<file path="config.mk">
export PLATFORM = sky130hd
export DESIGN_NAME = time_entry
export DESIGN_NICKNAME = d
export VERILOG_FILES = /design/src/rtl/time_entry.sv
export SDC_FILE = /design/constraint.sdc
export NUM_CORES = 1
export LEC_CHECK = 0
export ABC_AREA = 1
export BUFFER_PORTS_ARGS = -buffer_cell sky130_fd_sc_hd__buf_2
export CAP_MARGIN = 20
export CORE_MARGIN = 2
export CORE_UTILIZATION = 41
export DETAILED_ROUTE_END_ITERATION = 6
export PLACE_DENSITY_LB_ADDON = 0.08
export SLEW_MARGIN = 20
export SYNTH_ARGS = -nofsm -noshare
export SYNTH_HDL_FRONTEND = slang
export SYNTH_SLANG_ARGS = --single-unit
</file>
<file path="constraint.sdc">
create_clock -name clk -period 3.9 [get_ports clk]
set_input_delay 0.39 -clock clk [delete_from_list [all_inputs] [get_ports clk]]
set_output_delay 0.39 -clock clk [all_outputs]
set_load 0.005 [all_outputs]
</file>
<file path="src/rtl/time_entry.sv">
// Keypad-side writer for the microwave countdown timer: collects MM:SS BCD digits,
// validates on start, parallel-loads the timer digits and enables counting until zero.
module time_entry #(
  parameter int LOAD_CYCLES = 1
) (
  input  logic        clk,
  input  logic        clr,
  input  logic [3:0]  key_digit,
  input  logic        key_valid,
  input  logic        key_start,
  input  logic        key_clear,
  input  logic        timer_zero,
  output logic [15:0] load_data,
  output logic        loadn,
  output logic        run_en,
  output logic        done,
  output logic        entry_err,
  output logic [2:0]  digit_cnt
);

  typedef enum logic [1:0] {
    IDLE  = 2'd0,
    ENTRY = 2'd1,
    LOAD  = 2'd2,
    RUN   = 2'd3
  } state_t;

  localparam logic [1:0] LOAD_LAST = 2'(LOAD_CYCLES - 1);

  state_t      state_r, state_s;
  logic [15:0] buf_r, buf_s;
  logic [2:0]  cnt_r, cnt_s;
  logic [1:0]  lcnt_r, lcnt_s;
  logic        first_r, first_s;
  logic        loadn_r, loadn_s;
  logic        run_r, run_s;
  logic        done_r, done_s;
  logic        err_r, err_s;
  logic        start_bad_s;
  logic        digit_bad_s;

  // A start is refused for an empty entry, an all-zero time, or seconds tens above 5.
  always_comb begin
    start_bad_s = (cnt_r == 3'd0) || (buf_r == 16'h0000) || (buf_r[7:4] > 4'd5);
    digit_bad_s = (key_digit > 4'd9) || (cnt_r == 3'd4);
  end

  // Next-state and next-output decode; strobes default low, loadn defaults high.
  always_comb begin
    state_s = state_r;
    buf_s   = buf_r;
    cnt_s   = cnt_r;
    lcnt_s  = lcnt_r;
    first_s = first_r;
    loadn_s = 1'b1;
    run_s   = 1'b0;
    done_s  = 1'b0;
    err_s   = 1'b0;
    if (key_clear) begin
      state_s = IDLE;
      buf_s   = 16'h0000;
      cnt_s   = 3'd0;
      lcnt_s  = 2'd0;
      first_s = 1'b0;
    end else begin
      case (state_r)
        IDLE, ENTRY: begin
          // A start wins over a same-cycle digit, which is then dropped silently.
          if (key_start) begin
            if (start_bad_s) begin
              err_s = 1'b1;
            end else begin
              state_s = LOAD;
              loadn_s = 1'b0;
              lcnt_s  = 2'd0;
            end
          end else if (key_valid) begin
            if (digit_bad_s) begin
              err_s = 1'b1;
            end else begin
              buf_s   = {buf_r[11:0], key_digit};
              cnt_s   = cnt_r + 3'd1;
              state_s = ENTRY;
            end
          end else begin
            state_s = state_r;
          end
        end
        LOAD: begin
          if (lcnt_r == LOAD_LAST) begin
            state_s = RUN;
            run_s   = 1'b1;
            first_s = 1'b1;
          end else begin
            lcnt_s  = lcnt_r + 2'd1;
            loadn_s = 1'b0;
          end
        end
        RUN: begin
          // The first run cycle masks timer_zero left over from the previous count.
          if (first_r) begin
            first_s = 1'b0;
            run_s   = 1'b1;
          end else if (timer_zero) begin
            state_s = IDLE;
            buf_s   = 16'h0000;
            cnt_s   = 3'd0;
            done_s  = 1'b1;
          end else begin
            run_s = 1'b1;
          end
        end
        default: begin
          state_s = IDLE;
          buf_s   = 16'h0000;
          cnt_s   = 3'd0;
          lcnt_s  = 2'd0;
          first_s = 1'b0;
        end
      endcase
    end
  end

  // State and registered outputs with synchronous reset.
  always_ff @(posedge clk) begin
    if (clr) begin
      state_r <= IDLE;
      buf_r   <= 16'h0000;
      cnt_r   <= 3'd0;
      lcnt_r  <= 2'd0;
      first_r <= 1'b0;
      loadn_r <= 1'b1;
      run_r   <= 1'b0;
      done_r  <= 1'b0;
      err_r   <= 1'b0;
    end else begin
      state_r <= state_s;
      buf_r   <= buf_s;
      cnt_r   <= cnt_s;
      lcnt_r  <= lcnt_s;
      first_r <= first_s;
      loadn_r <= loadn_s;
      run_r   <= run_s;
      done_r  <= done_s;
      err_r   <= err_s;
    end
  end

  assign load_data = buf_r;
  assign loadn     = loadn_r;
  assign run_en    = run_r;
  assign done      = done_r;
  assign entry_err = err_r;
  assign digit_cnt = cnt_r;

endmodule

</file>
== Word-level counts from Yosys, hierarchy flattened ==
Index checks and enable logic that the tools add are counted.

* Flip-flop bits (word level): 28
* Output and inout bits: 23
* Word-level logic and storage cells: 86

* $add $sub $neg: 2
* $lt $le $gt $ge: 2
* Eq/ne operators: 16
* Multiplexer cells: 37
* Bitwise operators: 2
* Reductions and logical operators: 18

{| class="wikitable"
|+ Operators with widths
! kind !! count
|-
| $mux W16 || 5
|-
| $pmux W16 S2 || 1
|-
| $mux W2 || 10
|-
| $ne A2 B2 Y1 const B || 9
|-
| $logic_not A16 Y1 || 1
|-
| $mux W3 || 5
|-
| $reduce_and A6 Y1 || 2
|-
| $mux W1 || 10
|-
| $ne A3 B3 Y1 const B || 3
|-
| $pmux W1 S2 || 3
|-
| $pmux W2 S3 || 1
|-
| $pmux W3 S2 || 1
|-
| $reduce_bool A2 Y1 || 3
|-
| $eq A2 B2 Y1 const B || 2
|-
| $gt A4 B3 Y1 const B || 1
|-
| $gt A4 B4 Y1 const B || 1
|-
| $logic_not A2 Y1 || 2
|-
| $pmux W2 S2 || 1
|-
| $reduce_and A4 Y1 || 1
|-
| $reduce_or A2 Y1 || 2
|-
| $reduce_or A4 Y1 || 1
|-
| $add A3 B1 Y3 const B || 1
|-
| $eq A3 B3 Y1 const B || 1
|-
| $logic_not A3 Y1 || 1
|-
| other kinds (6) || 9
|}

== Longest topological paths before layout ==
* Depth after elaboration: 6
* Depth in mapped cells: 10

== Least setup slack after synthesis ==
No wires, ideal clock.

* Path kind: flip-flop to flip-flop
* From: register cnt_r[0] (netlist: digit_cnt[0])
* To: register buf_r[0] (netlist: load_data[0])
* Setup time: 0.116 ns
* Data arrival time: 1.290 ns
* Data required time: 3.784 ns
* Setup slack: 2.493 ns
* Stages on the path, launching flop included: 10
* Path buffers: 1
* Clock period less this slack: 1.407 ns
* Path through: dfxtp_1 inv_1 ha_1 nand2_1 nand2_1 nand2_1 nand2_4 nand2_4 buf_6 a21oi_2

* Longest elaborated chain between the ends: 4

{| class="wikitable"
|+ RTL lines
! what !! RTL line !! text
|-
| from (decl) || 32 || <nowiki>logic [2:0] cnt_r, cnt_s;</nowiki>
|-
| from (signal assigned) || 139 || <nowiki>cnt_r <= cnt_s;</nowiki>
|-
| $eq A3 B3 Y1 || 45 || <nowiki>digit_bad_s = (key_digit > 4'd9) || (cnt_r == 3'd4);</nowiki>
|-
| $logic_or A1 B1 Y1 || 45 ||
|-
| $ne A2 B2 Y1 (no line) || - ||
|-
| $reduce_and A6 Y1 (no line) || - ||
|-
| to (signal assigned) || 138 || <nowiki>buf_r <= buf_s;</nowiki>
|-
| to (decl) || 31 || <nowiki>logic [15:0] buf_r, buf_s;</nowiki>
|}

No other way between the ends.
A chain may end at the register's enable or synchronous reset.

== Worst setup path in the final report ==
* From: register cnt_r[0] (netlist: digit_cnt[0])
* To: register cnt_r[0] (netlist: digit_cnt[0])

* Longest elaborated chain between the ends: 5
* Elaborated cells on any way between the ends: 9

{| class="wikitable"
|+ RTL lines
! what !! RTL line !! text
|-
| $add A3 B1 Y3 || 82 || <nowiki>cnt_s = cnt_r + 3'd1;</nowiki>
|-
| $mux W3 || 78 || <nowiki>if (digit_bad_s) begin</nowiki>
|-
| $mux W3 || 77 || <nowiki>end else if (key_valid) begin</nowiki>
|-
| $mux W3 || 69 || <nowiki>if (key_start) begin</nowiki>
|-
| $pmux W3 S2 || 66 || <nowiki>case (state_r)</nowiki>
|}

Several ways; a longest one is shown, not always the timed one. The select of a mux whose other input is x is not followed.

==> reports/results.tsv <==
stage	metric	value	unit
run_status	result of the run	completed	
critical_path	critical register-to-register path startpoint	digit_cnt[0]$_SDFFE_PP0P_	
flow_run	number of maximum-capacitance violations	0	
critical_path	Setup Crit Path Kind	flip-flop to flip-flop	
detailed_routing	Post-DRT Antenna Nets	0	
global_routing	first-pass GRT wire length	4388	um
yosys	number of distinct standard cells referenced by the synthesized netlist	24	
sta	setup skew after layout	0.004565	ns
yosys	total nets after synthesis	179	
global_routing	number of antenna violations at the first check in global routing	0	
floorplanning	Horiz. Die Dim	59.99	um
clock_network	master cell of the clock root buffer	sky130_fd_sc_hd__clkbuf_4	
critical_path	required time of the critical path	4.13	ns
power_and_ir_drop	leakage power	0.6879	nW
floorplanning	ports placed on the boundary	33	
detailed_routing	Via-to-Cell Ratio	4.579	
clock_network	Reg clk slew, reported paths	0.16	ns
hold_path	destination of the worst hold path	loadn$_SDFF_PP1_	
clock_network	count of H-tree levels built during CTS	1	
placement	post-placement cell area	1461	um2
floorplanning	area of the die	3598	um2
final_layout	fraction of final layout cells sized beyond drive strength 1	27.27	%
sta	Final Hold Viols	0	
critical_path	crit path launch type	flip-flop	
yosys	number of warnings reported in the yosys synthesis log	0	
critical_path	number of cells traversed by the worst register-to-register path	8	
clock_network	number of buffers added by the clock tree synthesis step	3	
final_layout	number of antenna diodes	0	
sta	Worst Tran Pin Value	0.4320	ns
floorplanning	placeable core region	3028	um2
final_layout	Final Cell Area	1514	um2
clock_network	clock sinks	28	
sta	part of the cycle the worst path needs	41.06	%
sta	unrepaired setup endpoints after global routing	false	
sta	setup TNS after final layout	0	ns
detailed_routing	total via count after detailed routing	1108	
clock_network	source-to-sink clock delay at the later pin of the worst-skew pair	0.34	ns
floorplanning	starting density of the core	42.44	%
critical_path	arrival time of data at the critical path endpoint	1.83	ns
yosys	share of synthesized area occupied by flip-flops and latches	43.62	%
clock_network	CTS tree	done	
clock_network	buffers inserted by post-CTS timing repair	0	
hold_path	cell count of the worst hold path	3	
critical_path	setup slack of the most critical reg-to-reg path	2.30	ns
critical_path	sort of element at the end of the critical path	flip-flop	
yosys	cell accounting for the most synthesized area	sky130_fd_sc_hd__dfxtp_1	
floorplanning	Cell Rows	20	
critical_path	endpoint of the worst-slack reg-to-reg timing path	digit_cnt[0]$_SDFFE_PP0P_	
global_routing	maximum number of pins on one net before global-route repair	20	
yosys	Syn Area/Cell	7.741	um2
sta	max-slew violation count	0	
final_layout	Layout Area Growth over Synthesis	17.82	%
placement	count of buffers from port buffering	32	
yosys	leading cell types by total area after synthesis	sky130_fd_sc_hd__dfxtp_1 44%, sky130_fd_sc_hd__nand2_1 13%, sky130_fd_sc_hd__nor2_1 8.2%	
yosys	cell area after synthesis	1285	um2
placement	DP HPWL	2007	um
yosys	number of register bits inferred by synthesis	28	
power_and_ir_drop	power per unit of standard cell area	397.3	nW/um2
sta	final worst path period need	1.601	ns
power_and_ir_drop	maximum resistive drop on vdd	0.0001839	V
clock_network	hold buffer count at CTS	0	
detailed_routing	DR pass1 iterations	4	
clock_network	number of resized instances in the post-cts repair step	0	
hold_path	hold path start	key_clear	
detailed_routing	Detailed Route WL	2693	um
hold_path	Hold Crit Class	input pin to flip-flop	
sta	setup violation total in the final timing report	0	
yosys	instance count of the mapped netlist	166	
detailed_routing	average wire per cell in the routed design	11.13	um
global_routing	GRT Overall Usage	16.24	%
global_routing	overall overflow remaining after global route	0	
detailed_routing	Remaining DRCs	0	
yosys	portion of synthesized cell area occupied by the leading cell type	43.62	%
global_routing	vias in the first global route	976	
sta	FMAX	624.5	MHz
clock_network	clock buffer depth	2	
detailed_routing	count of routing violations after the opening detailed-route iteration	40	
critical_path	CP Max Fanout	19	
final_layout	final-stage net count	212	
sta	worst relative slew slack	71.13	%
floorplanning	Die Ht	59.99	um
placement	gpl congestion	0.7616	
[cell families (layout without fill, tap and decap cells)]
logic type / after synthesis / after routing / synth area share, %
AND/OR/NAND/NOR: 86 / 86 / 29.80
AO/OA/AOI/OAI: 29 / 29 / 15.48
flip-flops: 28 / 28 / 43.62
buffers and inverters: 19 / 51 / 7.497
adder cells (fa/ha/maj): 3 / 3 / 2.921
XOR/XNOR: 1 / 1 / 0.6817
[report_power, final]
| part | internal, mW | switching (mW) |
|---|---|---|
| Combinational | 0.0353 | 0.0585 |
| Clock | 0.104 | 0.0932 |
| Sequential | 0.299 | 0.0115 |
| Total | 0.438 | 0.163 |
[worst max-delay path by stage]
stage / start / end / depth (start not counted)
floorplan: digit_cnt[0]$_SDFFE_PP0P_ / load_data[0]$_SDFFE_PP0P_ / 9
detailed placement: key_digit[2] / digit_cnt[0]$_SDFFE_PP0P_ / 7
global placement: key_digit[2] / digit_cnt[0]$_SDFFE_PP0P_ / 7
finish: digit_cnt[0]$_SDFFE_PP0P_ / digit_cnt[0]$_SDFFE_PP0P_ / 8
global route: digit_cnt[0]$_SDFFE_PP0P_ / digit_cnt[0]$_SDFFE_PP0P_ / 8
CTS: digit_cnt[0]$_SDFFE_PP0P_ / digit_cnt[0]$_SDFFE_PP0P_ / 8
[cell usage in the layout, fill, tap and decap left out, drive strengths merged]
master	count
a21boi	1
o22ai	1
nor2	31
inv	14
a22oi	5
o21ai	2
nand3b	1
clkinv	1
buf	32
nand3	4
ha	3
bufinv	1
a21oi	20
clkbuf	3
nor3	1
nand4	1
xor2	1
nand2	47
nor3b	1
dfxtp	28
[synthesized netlist by cell type (all sizes together)]
cell    number
nand3b       1
xor2         1
nand4        1
a21boi       1
dfxtp       28
o21ai        2
inv         14
a21oi       20
buf          4
nor2        31
nor3         1
clkinv       1
o22ai        1
nand2       47
nor3b        1
nand3        4
a22oi        5
ha           3
[through the flow]
| step | worst slack (ns) | util [%] | power, mW | hold WS (ns) | instances |
|---|---|---|---|---|---|
| 6_report | 2.299 | 50.00 | 0.6015 | 0.2807 | 242 |
| 5_1_grt | 2.119 | 50.00 | 0.6342 | 0.2815 | 242 |
| 4_1_cts | 2.293 | 50.00 | 0.6067 | 0.2777 | 242 |
| 3_5_place_dp | 2.245 | 48.26 | 0.4113 | 0.4641 | 238 |
| 3_3_place_gp | 2.287 | 48.26 | 0.4098 | 0.4634 | 238 |
| 2_1_floorplan | 2.493 | - | 0.3849 | 0.4450 | 166 |
[registers in the layout, indices dropped and copies added, names as in the netlist]
| register | cells |
|---|---|
| load_data | 16 |
| digit_cnt | 3 |
| lcnt_r | 2 |
| state_r | 2 |
| done | 1 |
| entry_err | 1 |
| first_r | 1 |
| loadn | 1 |
| run_en | 1 |
[critical path, cell delays in order, from the launching register on]
cell	delay, ns
sky130_fd_sc_hd__dfxtp_1	0.38
sky130_fd_sc_hd__inv_1	0.07
sky130_fd_sc_hd__ha_1	0.21
sky130_fd_sc_hd__nand2_1	0.10
sky130_fd_sc_hd__nand2_1	0.08
sky130_fd_sc_hd__nand2_1	0.16
sky130_fd_sc_hd__nand2_4	0.12
sky130_fd_sc_hd__nand2_4	0.25
sky130_fd_sc_hd__a22oi_1	0.12
[final cells by class]
type / count / area (um2)
fill: 312 / 1514
multi-input combinational: 119 / 628.1
sequential: 28 / 560.5
timing repair buffer: 32 / 160.2
inverter: 15 / 57.56
tap: 44 / 55.05
clock inverter: 1 / 30.03
clock buffer: 3 / 22.52
[routing by layer]
| metal | global-route usage, % | vias to the layer above | share of wire, % |
|---|---|---|---|
| li1 | - | 588 | - |
| met1 | 24.63 | 488 | 53 |
| met2 | 22.98 | 28 | 41 |
| met3 | 2.597 | 4 | 4.6 |
| met4 | 5.714 | 0 | 1.1 |
| met5 | 0 | - | 0 |
Power figures use the tool's default switching activity.
